==> src/rtl/dma_dccm_responder.sv <==
// DMA-to-DCCM responder: queues DMA requests, checks range/alignment, yields to
// core LSU traffic, performs one SRAM access per request and returns one response.
module dma_dccm_responder #(
   parameter int unsigned DEPTH     = 2,
   parameter logic [31:0] DCCM_BASE = 32'hF004_0000,
   parameter int unsigned DCCM_AW   = 16
) (
   input  logic                 clk,
   input  logic                 rst,
   input  logic                 dma_dccm_req,
   output logic                 dma_dccm_req_ready,
   input  logic                 dma_req_write,
   input  logic [31:0]          dma_req_addr,
   input  logic [1:0]           dma_req_sz,
   input  logic [31:0]          dma_req_wdata,
   output logic                 dma_dccm_resp_valid,
   input  logic                 dma_resp_ready,
   output logic [31:0]          dma_resp_rdata,
   output logic                 dma_resp_error,
   output logic                 dma_resp_write,
   input  logic                 lsu_dccm_busy,
   input  logic                 freeze,
   output logic                 dccm_rden,
   output logic                 dccm_wren,
   output logic [DCCM_AW-3:0]   dccm_addr,
   output logic [31:0]          dccm_wr_data,
   output logic [3:0]           dccm_wr_be,
   input  logic [31:0]          dccm_rd_data,
   output logic                 dma_idle
);

   localparam int unsigned PtrW = (DEPTH > 1) ? $clog2(DEPTH) : 1;
   localparam logic [PtrW:0] DepthCnt = (PtrW + 1)'(DEPTH);

   typedef enum logic [1:0] {
      StIdle,
      StRdWait,
      StResp
   } state_e;

   // Request FIFO storage and pointers
   logic          wr_mem_q    [DEPTH];
   logic          wr_mem_d    [DEPTH];
   logic [31:0]   addr_mem_q  [DEPTH];
   logic [31:0]   addr_mem_d  [DEPTH];
   logic [1:0]    sz_mem_q    [DEPTH];
   logic [1:0]    sz_mem_d    [DEPTH];
   logic [31:0]   wdata_mem_q [DEPTH];
   logic [31:0]   wdata_mem_d [DEPTH];
   logic [PtrW-1:0] wr_ptr_q, wr_ptr_d;
   logic [PtrW-1:0] rd_ptr_q, rd_ptr_d;
   logic [PtrW:0]   count_q, count_d;

   // FSM and response registers
   state_e        state_q, state_d;
   logic [31:0]   rdata_q, rdata_d;
   logic          error_q, error_d;
   logic          write_q, write_d;

   logic          full;
   logic          empty;
   logic          push;
   logic          pop;
   logic          start_rd;
   logic          start_wr;

   logic          head_write;
   logic [31:0]   head_addr;
   logic [1:0]    head_sz;
   logic [31:0]   head_wdata;
   logic          head_err;
   logic [3:0]    head_be;

   assign full  = (count_q == DepthCnt);
   assign empty = (count_q == '0);
   // Ready looks only at occupancy so a full FIFO refuses even while popping
   assign push  = dma_dccm_req & ~full;

   assign head_write = wr_mem_q[rd_ptr_q];
   assign head_addr  = addr_mem_q[rd_ptr_q];
   assign head_sz    = sz_mem_q[rd_ptr_q];
   assign head_wdata = wdata_mem_q[rd_ptr_q];

   // Range and alignment check on the FIFO head
   always_comb begin
      head_err = 1'b0;
      if (head_addr[31:DCCM_AW] != DCCM_BASE[31:DCCM_AW]) begin
         head_err = 1'b1;
      end
      unique case (head_sz)
         2'd0: ;
         2'd1: if (head_addr[0] != 1'b0) head_err = 1'b1;
         2'd2: if (head_addr[1:0] != 2'b00) head_err = 1'b1;
         default: head_err = 1'b1;
      endcase
   end

   // Byte-enable generation from size and low address bits
   always_comb begin
      head_be = 4'b0000;
      unique case (head_sz)
         2'd0: head_be = 4'b0001 << head_addr[1:0];
         2'd1: head_be = 4'b0011 << head_addr[1:0];
         2'd2: head_be = 4'b1111;
         default: head_be = 4'b0000;
      endcase
   end

   // FIFO next-state: storage write on push, pointer and occupancy update
   always_comb begin
      wr_mem_d    = wr_mem_q;
      addr_mem_d  = addr_mem_q;
      sz_mem_d    = sz_mem_q;
      wdata_mem_d = wdata_mem_q;
      wr_ptr_d    = wr_ptr_q;
      rd_ptr_d    = rd_ptr_q;
      count_d     = count_q;
      if (push) begin
         wr_mem_d[wr_ptr_q]    = dma_req_write;
         addr_mem_d[wr_ptr_q]  = dma_req_addr;
         sz_mem_d[wr_ptr_q]    = dma_req_sz;
         wdata_mem_d[wr_ptr_q] = dma_req_wdata;
         wr_ptr_d              = wr_ptr_q + PtrW'(1);
      end
      if (pop) begin
         rd_ptr_d = rd_ptr_q + PtrW'(1);
      end
      unique case ({push, pop})
         2'b10:   count_d = count_q + (PtrW + 1)'(1);
         2'b01:   count_d = count_q - (PtrW + 1)'(1);
         default: count_d = count_q;
      endcase
   end

   // FIFO state registers
   always_ff @(posedge clk or posedge rst) begin
      if (rst) begin
         for (int i = 0; i < int'(DEPTH); i++) begin
            wr_mem_q[i]    <= 1'b0;
            addr_mem_q[i]  <= 32'h0;
            sz_mem_q[i]    <= 2'd0;
            wdata_mem_q[i] <= 32'h0;
         end
         wr_ptr_q <= '0;
         rd_ptr_q <= '0;
         count_q  <= '0;
      end else begin
         wr_mem_q    <= wr_mem_d;
         addr_mem_q  <= addr_mem_d;
         sz_mem_q    <= sz_mem_d;
         wdata_mem_q <= wdata_mem_d;
         wr_ptr_q    <= wr_ptr_d;
         rd_ptr_q    <= rd_ptr_d;
         count_q     <= count_d;
      end
   end

   // FSM next-state, SRAM strobes and response register updates
   always_comb begin
      state_d  = state_q;
      rdata_d  = rdata_q;
      error_d  = error_q;
      write_d  = write_q;
      start_rd = 1'b0;
      start_wr = 1'b0;
      pop      = 1'b0;
      unique case (state_q)
         StIdle: begin
            // freeze only blocks starting; the FIFO still fills
            if (!empty && !freeze) begin
               if (head_err) begin
                  error_d = 1'b1;
                  write_d = head_write;
                  rdata_d = 32'h0;
                  state_d = StResp;
               end else if (!lsu_dccm_busy) begin
                  error_d = 1'b0;
                  rdata_d = 32'h0;
                  if (head_write) begin
                     start_wr = 1'b1;
                     write_d  = 1'b1;
                     state_d  = StResp;
                  end else begin
                     start_rd = 1'b1;
                     write_d  = 1'b0;
                     state_d  = StRdWait;
                  end
               end
            end
         end
         StRdWait: begin
            // SRAM data is valid the cycle after the read strobe
            rdata_d = dccm_rd_data;
            state_d = StResp;
         end
         StResp: begin
            if (dma_resp_ready) begin
               pop     = 1'b1;
               rdata_d = 32'h0;
               error_d = 1'b0;
               write_d = 1'b0;
               state_d = StIdle;
            end
         end
         default: state_d = StIdle;
      endcase
   end

   // FSM and response registers
   always_ff @(posedge clk or posedge rst) begin
      if (rst) begin
         state_q <= StIdle;
         rdata_q <= 32'h0;
         error_q <= 1'b0;
         write_q <= 1'b0;
      end else begin
         state_q <= state_d;
         rdata_q <= rdata_d;
         error_q <= error_d;
         write_q <= write_d;
      end
   end

   assign dma_dccm_req_ready  = ~full;
   assign dma_dccm_resp_valid = (state_q == StResp);
   assign dma_resp_rdata      = rdata_q;
   assign dma_resp_error      = error_q;
   assign dma_resp_write      = write_q;
   assign dma_idle            = empty & (state_q == StIdle);

   // SRAM side is held at zero whenever no access is being started
   assign dccm_rden    = start_rd;
   assign dccm_wren    = start_wr;
   assign dccm_addr    = (start_rd | start_wr) ? head_addr[DCCM_AW-1:2] : '0;
   assign dccm_wr_data = start_wr ? head_wdata : 32'h0;
   assign dccm_wr_be   = start_wr ? head_be : 4'b0000;

endmodule

==> config.mk <==
export PLATFORM = sky130hd
export DESIGN_NAME = dma_dccm_responder
export DESIGN_NICKNAME = d
export VERILOG_FILES = /design/src/rtl/dma_dccm_responder.sv
export SDC_FILE = /design/constraint.sdc
export NUM_CORES = 1
export LEC_CHECK = 0
export ABC_AREA = 1
export CAP_MARGIN = 5
export CORE_AREA = 5 5 133 185
export DETAILED_ROUTE_END_ITERATION = 8
export DIE_AREA = 0 0 138 190
export DONT_BUFFER_PORTS = 1
export PLACE_DENSITY = 0.55
export SLEW_MARGIN = 10
export SYNTH_ARGS = -nofsm -noshare
export SYNTH_HDL_FRONTEND = slang
export SYNTH_SLANG_ARGS = --single-unit
==> constraint.sdc <==
create_clock -name clk -period 6.6 [get_ports clk]
set_input_delay 1.32 -clock clk [delete_from_list [all_inputs] [get_ports clk]]
set_output_delay 1.32 -clock clk [all_outputs]
set_load 0.05 [all_outputs]
==> key figures, run 1 <==
Global routing
  – Vias in the first global route: 5864
  – GRT Overall Usage: between 10% and 20%
  – GR Overflow Total: 0
  – Initial antenna violation count: 1
  – First-pass GRT wire length: 31100 um
  – Largest net degree at the start of global routing: approximately 110

Logic synthesis
  – Syn_nets: about 1100
  – Top cells by area, synth: dfrtp_1 56%, nand2_1 17%, o21ai_0 8.1%, inv_1 4.9%, a21oi_2 3.2%
  – Yosys reg bits: 174
  – Distinct cells, synth: 29
  – Ys Warns: 0
  – Syn Area/Cell: 8.30 um^2
  – Post-Synthesis Cells: around 940
  – Cell Area, Synth: 0.00783 mm^2
  – Cell taking the most area after synthesis: dfrtp_1
  – Share of the synthesized area in the top cell type: a little under three fifths
  – Sequential fraction of the synthesis area: 55.6%

Die
  – DIE HEIGHT: 190 um
  – Number of I/O pins: 194
  – Die width: 138 um
  – DIE AREA: 0.0262 mm^2
  – # rows: 66
  – Initial core utilization: about a third
  – Core Area: 0.0230 mm^2

Worst setup path
  – Worst Path Arrival: between 4 and 5 ns
  – Worst Setup Start Kind: flip-flop
  – Critical path fanouts, max: 55
  – Crit. End Element: output port
  – Crit path kind: flip-flop to output port
  – CP required: 5.28 ns

Clock network
  – Clock root buffer: clkbuf_16
  – Clk sinks: ~170
  – H-tree levels: 4
  – CTS resizes: 0
  – Hold buffer count at CTS: 0
  – Worst skew pair latency: 0.42 ns
  – Postcts setup bufs: 0
  – Clk slew on worst S/H paths: 0.06 ns
  – Buffer levels on the longest clock path: 2
  – CTS Buf Count: 17
  – CTS tree: built

Pwr
  – VDD IR max: 0.199 mV
  – Pleak: around 0.0044 uW
  – Pwr per Cell Area: between 500 and 600 mW/mm^2

Routing
  – Final antenna-violating net count: 0
  – Vias post-DR: 5715
  – Highest routed layer: met4
  – Total Routed Length: 19200 um
  – Drt pass-1 iters: 4
  – Met2 WL: 9610 um
  – Metal-1 WL: 8210 um
  – Via density: 4.61
  – Detailed-routed wire length on met3: 1070 um
  – DR WL/cell: 15.4 um
  – DRT iter0 DRCs: 349
  – # DRC: 0

Finish
  – Fill cell count: about 2400
  – Area delta synth->final: 11.3%
  – Layout Nets: 1031
  – Layout Utilization: 37.9%
  – Layout cell share with drive strength beyond 1: 10.6%
  – Final cell count without fillers: approximately 1200

Timing
  – Clock skew: between 0.007 and 0.008 ns
  – Worst slew pin tran: 1.08 ns
  – Fin crit period: 5.64 ns
  – Final worst-path cycle share: a little under nine tenths
  – RSZ-0062 raised after global routing: no
  – Fin. max-slew vios: 0
  – Headroom to the max-slew limit: around 28%
  – Final Hold Vio Count: 0
  – Sum Neg Setup Slack: 0 ns
  – Fmax: between 0.15 and 0.2 GHz
  – Endpoints failing setup: 0

Run
  – Number of max-cap violations: 0

Min path
  – Worst min path class: flip-flop to flip-flop

Placement
  – RePlAce Congestion: between 0.7 and 0.8
  – IO buf count: 0
  – DP HPWL: approximately 13000 um
  – Placed insts: ~1200

Run status
  – Outcome: finished clean
[metrics by stage]
stage | setup WS [ns] | total power (uW) | hold slack (ns) | cell area, um^2
after floorplan | 0.563 | 3320 | 0.446 | 7830
after global placement | 1.51 | 3650 | 0.465 | 8070
after detailed placement | 1.36 | 3680 | 0.472 | 8070
after CTS | 0.873 | 4790 | 0.488 | 8700
after global routing | 0.573 | 5100 | 0.500 | 8710
final | 0.956 | 4710 | 0.482 | 8710
[sequential cells by signal, summed over array words and instances, names as in the netlist]
| register | flops |
|---|---|
| state_q | 2 |
| wr_mem_q | 2 |
| wdata_mem_q | 64 |
| count_q | 2 |
| sz_mem_q | 4 |
| rd_ptr_q | 1 |
| dma_resp_rdata | 32 |
| addr_mem_q | 64 |
| dma_resp_error | 1 |
| wr_ptr_q | 1 |
| dma_resp_write | 1 |
[per-layer routing]
layer / up-vias / global-route usage [%]
met1: 2670 / 17.9
met5: - / 0
met4: 0 / 5.10
li1: 2875 / -
met2: 156 / 25.2
met3: 14 / 4.63
[cell usage in the layout, fill, tap and decap left out, types with 9 or more instances in the layout]
cell type,n
nand2_1,356
dfrtp_1,173
o21ai_0,126
inv_1,101
a21oi_2,29
a21oi_1,25
nor2_1,22
clkbuf_16,17
o21ai_1,12
buf_4,9
[synthesized netlist by cell type (all sizes together)]
| cell type | instances |
|---|---|
| buf | 21 |
| xor2 | 2 |
| a21oi | 54 |
| ha | 5 |
| o21ai | 138 |
| nand3 | 11 |
| or2 | 5 |
| nand3b | 1 |
| nand2 | 360 |
| nor2 | 26 |
| xnor2 | 1 |
| dfrtp | 174 |
| nand4 | 2 |
| and2 | 2 |
| inv | 105 |
| clkbuf | 29 |
| nor3 | 6 |
| o21bai | 1 |
[power by group]
part	switching, uW	total, uW	internal, uW
clock network	425	1080	656
registers	572	2120	1550
logic	1070	1510	443
[worst paths after layout]
| check | startpoint | end | slack, ns | depth (start not counted) |
|---|---|---|---|---|
| setup / recovery | rd_ptr_q | dccm_wr_be[0] | 0.96 | 13 |
| hold / removal | addr_mem_q[7] | addr_mem_q[7] | 0.48 | 2 |
| setup reg to reg | rd_ptr_q | dma_resp_rdata[14] | 3.20 | 13 |
| hold reg to reg | addr_mem_q[7] | addr_mem_q[7] | 0.48 | 2 |
| max in group asynchronous | rst | rd_ptr_q | 4.53 | 2 |
| min in group asynchronous | rst | dma_resp_rdata[7] | 0.84 | 1 |
[cell type report]
cell class	instances	area [um^2]	share of cell area [%]
flip-flops and latches	174	4360	50.0
multi-input cells	614	2860	32.9
clock buffers	19	453	5.20
inverters	105	402	4.61
well taps	306	383	4.40
clock inverters	13	184	2.11
repair buffers	9	67.6	0.776
diodes	1	2.50	0.0287
[cells by family after synthesis]
family / after synthesis / synth area share (%)
compound gates: 193 / 13.8
xor+xnor: 3 / 0.336
fa+ha+maj: 5 / 0.799
buf+inv: 155 / 8.44
flops: 174 / 55.6
simple gates: 413 / 21.0
[critical path, cell delays in order, from the launching register on]
cell	delay, ns
dfrtp_2	0.68
inv_4	0.37
or2_2	0.37
o21ai_0	0.19
inv_1	0.22
ha_1	0.22
nand3b_1	0.15
nand2_1	0.07
nor2_2	0.05
nor2_4	0.11
nand2_2	0.10
nor2_4	0.13
nand2_4	0.35
nor3_2	0.87
No activity file was read; power rests on OpenSTA's default activity.
==> run 2: changes to the inputs <==
--- a/config.mk
+++ b/config.mk
@@ -7,11 +7,11 @@
 export LEC_CHECK = 0
 export ABC_AREA = 1
 export CAP_MARGIN = 5
-export CORE_AREA = 5 5 133 185
+export CORE_AREA = 5 5 112 157
 export DETAILED_ROUTE_END_ITERATION = 8
-export DIE_AREA = 0 0 138 190
+export DIE_AREA = 0 0 117 162
 export DONT_BUFFER_PORTS = 1
-export PLACE_DENSITY = 0.55
+export PLACE_DENSITY = 0.71
 export SLEW_MARGIN = 10
 export SYNTH_ARGS = -nofsm -noshare
 export SYNTH_HDL_FRONTEND = slang
==> run 2 against run 1 <==
Via count increased by 1.3%. Non-clock buffer count increased by 5. Highest routed layer unchanged. Fmax increased by 12%. Cell count decreased by 8.3%. Routed wire length decreased by 7.7%. Register-to-register slack improved by 0.34 ns.
==> key figures, run 2 (synthesis results as in run 1) <==
Die
  – DIE HEIGHT: 162 um
  – # rows: 55
  – Initial core utilization: 49.0%
  – DIE AREA: 0.0190 mm^2
  – Die width: 117 um
  – Number of I/O pins: 194
  – Core Area: 0.0160 mm^2

Worst setup path
  – Worst Path Arrival: 3.72 ns
  – CP required: roughly 5.3 ns
  – R2R Setup Slk: between 3 and 4 ns
  – Crit. End Element: output port
  – Critical path fanouts, max: 55
  – Worst Setup Start Kind: flip-flop
  – Crit path kind: flip-flop to output port

Finish
  – Ant diodes: 0
  – Layout cell share with drive strength beyond 1: 10.3%
  – Area delta synth->final: 9.24%
  – Commonest non-fill, non-tap cell in the layout: nand2_1
  – Most frequent cells in the layout: 356 x nand2_1, 173 x dfrtp_1, 126 x o21ai_0
  – Register area: 0.00436 mm^2
  – Layout Nets: 1036
  – Multi-input gate area: 0.00283 mm^2
  – Final cell count without fillers: 1138
  – Layout Utilization: 53.6%
  – Final instance area: 0.00855 mm^2
  – Fill cell count: approximately 1500

Routing
  – DRT iter0 DRCs: 382
  – Metal-1 WL: 7410 um
  – Drt pass-1 iters: 5
  – Vias post-DR: approximately 5800
  – Final antenna-violating net count: 0
  – Detailed-routed wire length on met3: 1360 um
  – Met2 WL: 8640 um
  – Total Routed Length: between 15000 and 20000 um
  – Via density: 5.09
  – Highest routed layer: met4
  – # DRC: 0
  – DR WL/cell: approximately 16 um

Placement
  – IO buf count: 0
  – Post-place setup slack: around 2 ns
  – DP HPWL: 12100 um
  – RePlAce Congestion: 0.825
  – Placed Area: 0.00794 mm^2
  – Placed insts: 1106

Timing
  – Final Hold Vio Count: 0
  – Fin crit period: 5.04 ns
  – Endpoints failing setup: 0
  – RSZ-0062 raised after global routing: no
  – Clock skew: 0.0118 ns
  – Fmax: 0.198 GHz
  – Worst setup margin: 1.56 ns
  – Headroom to the max-slew limit: 20.9%
  – Fin. max-slew vios: 0
  – Worst slew pin tran: 1.18 ns
  – Sum Neg Setup Slack: 0 ns
  – Final worst-path cycle share: 76.4%

Clock network
  – CTS tree: built
  – Postcts setup bufs: 0
  – Clk slew on worst S/H paths: 0.06 ns
  – Clk sinks: 174
  – Worst skew pair latency: 0.42 ns
  – Clock root buffer: clkbuf_16
  – Hold buffer count at CTS: 0
  – H-tree levels: 4
  – CTS resizes: 0
  – Buffer levels on the longest clock path: 2
  – CTS Buf Count: 17

Pwr
  – VDD IR max: 0.288 mV
  – Combinational share of power: ~32%
  – Power Internal: between 2000 and 3000 uW
  – Pleak: 0.00436 uW
  – Pwr per Cell Area: between 500 and 600 mW/mm^2
  – Sw Pwr: 2040 uW
  – Reg power frac: 45.2%
  – Sw frac: 44.0%
  – Clock power frac: 22.4%

Run
  – Number of max-cap violations: 0

Global routing
  – GR Overflow Total: 0
  – GRT Overall Usage: between 10% and 20%
  – Vias in the first global route: 5877
  – First-pass GRT wire length: 28800 um
  – Initial antenna violation count: 0
  – Largest net degree at the start of global routing: 85

Min path
  – Worst min path class: flip-flop to flip-flop

Run status
  – Outcome: finished clean
-- run 2: changes by cell type in the layout (fill, tap and decap cells not counted), sizes merged --
cell / change
buf: +5
diode: -1
inv: +2
bufinv: -1
clkbuf: -1
-- run 2: path summary, 6_finish.rpt --
kind	start	endpoint	cells past startpoint
min	sz_mem_q[3]	sz_mem_q[3]	2
max reg2reg	rd_ptr_q	dma_resp_rdata[11]	13
max	rd_ptr_q	dccm_addr[12]	10
min reg2reg	sz_mem_q[3]	sz_mem_q[3]	2
min in group asynchronous	rst	addr_mem_q[3]	1
max in group asynchronous	rst	addr_mem_q[46]	2
-- run 2: power by group through the flow --
stage / Sequential [uW] / Clock [uW] / Combinational [uW]
after global routing: 2160 / 1110 / 1730
after floorplan: 2030 / 0 / 1290
final: 2090 / 1040 / 1500
after global placement: 2090 / 0 / 1490
after detailed placement: 2110 / 0 / 1520
after CTS: 2090 / 1060 / 1520
-- run 2: area by class of cell --
cell class | instances | share of cell area [%]
clock buffers | 18 | 5.02
repair buffers | 14 | 1.23
flip-flops and latches | 174 | 50.9
inverters | 105 | 4.70
well taps | 199 | 2.91
clock inverters | 14 | 2.11
multi-input cells | 614 | 33.1
-- run 2: layer usage --
| layer | global-route usage [%] | up-vias |
|---|---|---|
| met5 | 0 | - |
| met4 | 6.47 | 0 |
| li1 | - | 2888 |
| met1 | 24.4 | 2683 |
| met3 | 4.73 | 21 |
| met2 | 31.2 | 200 |
-- run 2: through the flow --
stage	power (uW)	hold WS, ns
floorplan	3320	0.446
global placement	3580	0.460
detailed placement	3630	0.468
CTS	4680	0.483
global route	5000	0.502
finish	4630	0.481
-- run 2: worst max-delay path, cell delays in order, from the launching register on --
cell	delay (ns)
dfrtp_2	0.42
inv_4	0.45
or2_2	0.21
o21ai_0	0.17
ha_1	0.36
or2_2	0.29
nand2_1	0.13
nand2_2	0.10
nor2_4	0.13
inv_2	0.16
a21oi_1	0.88
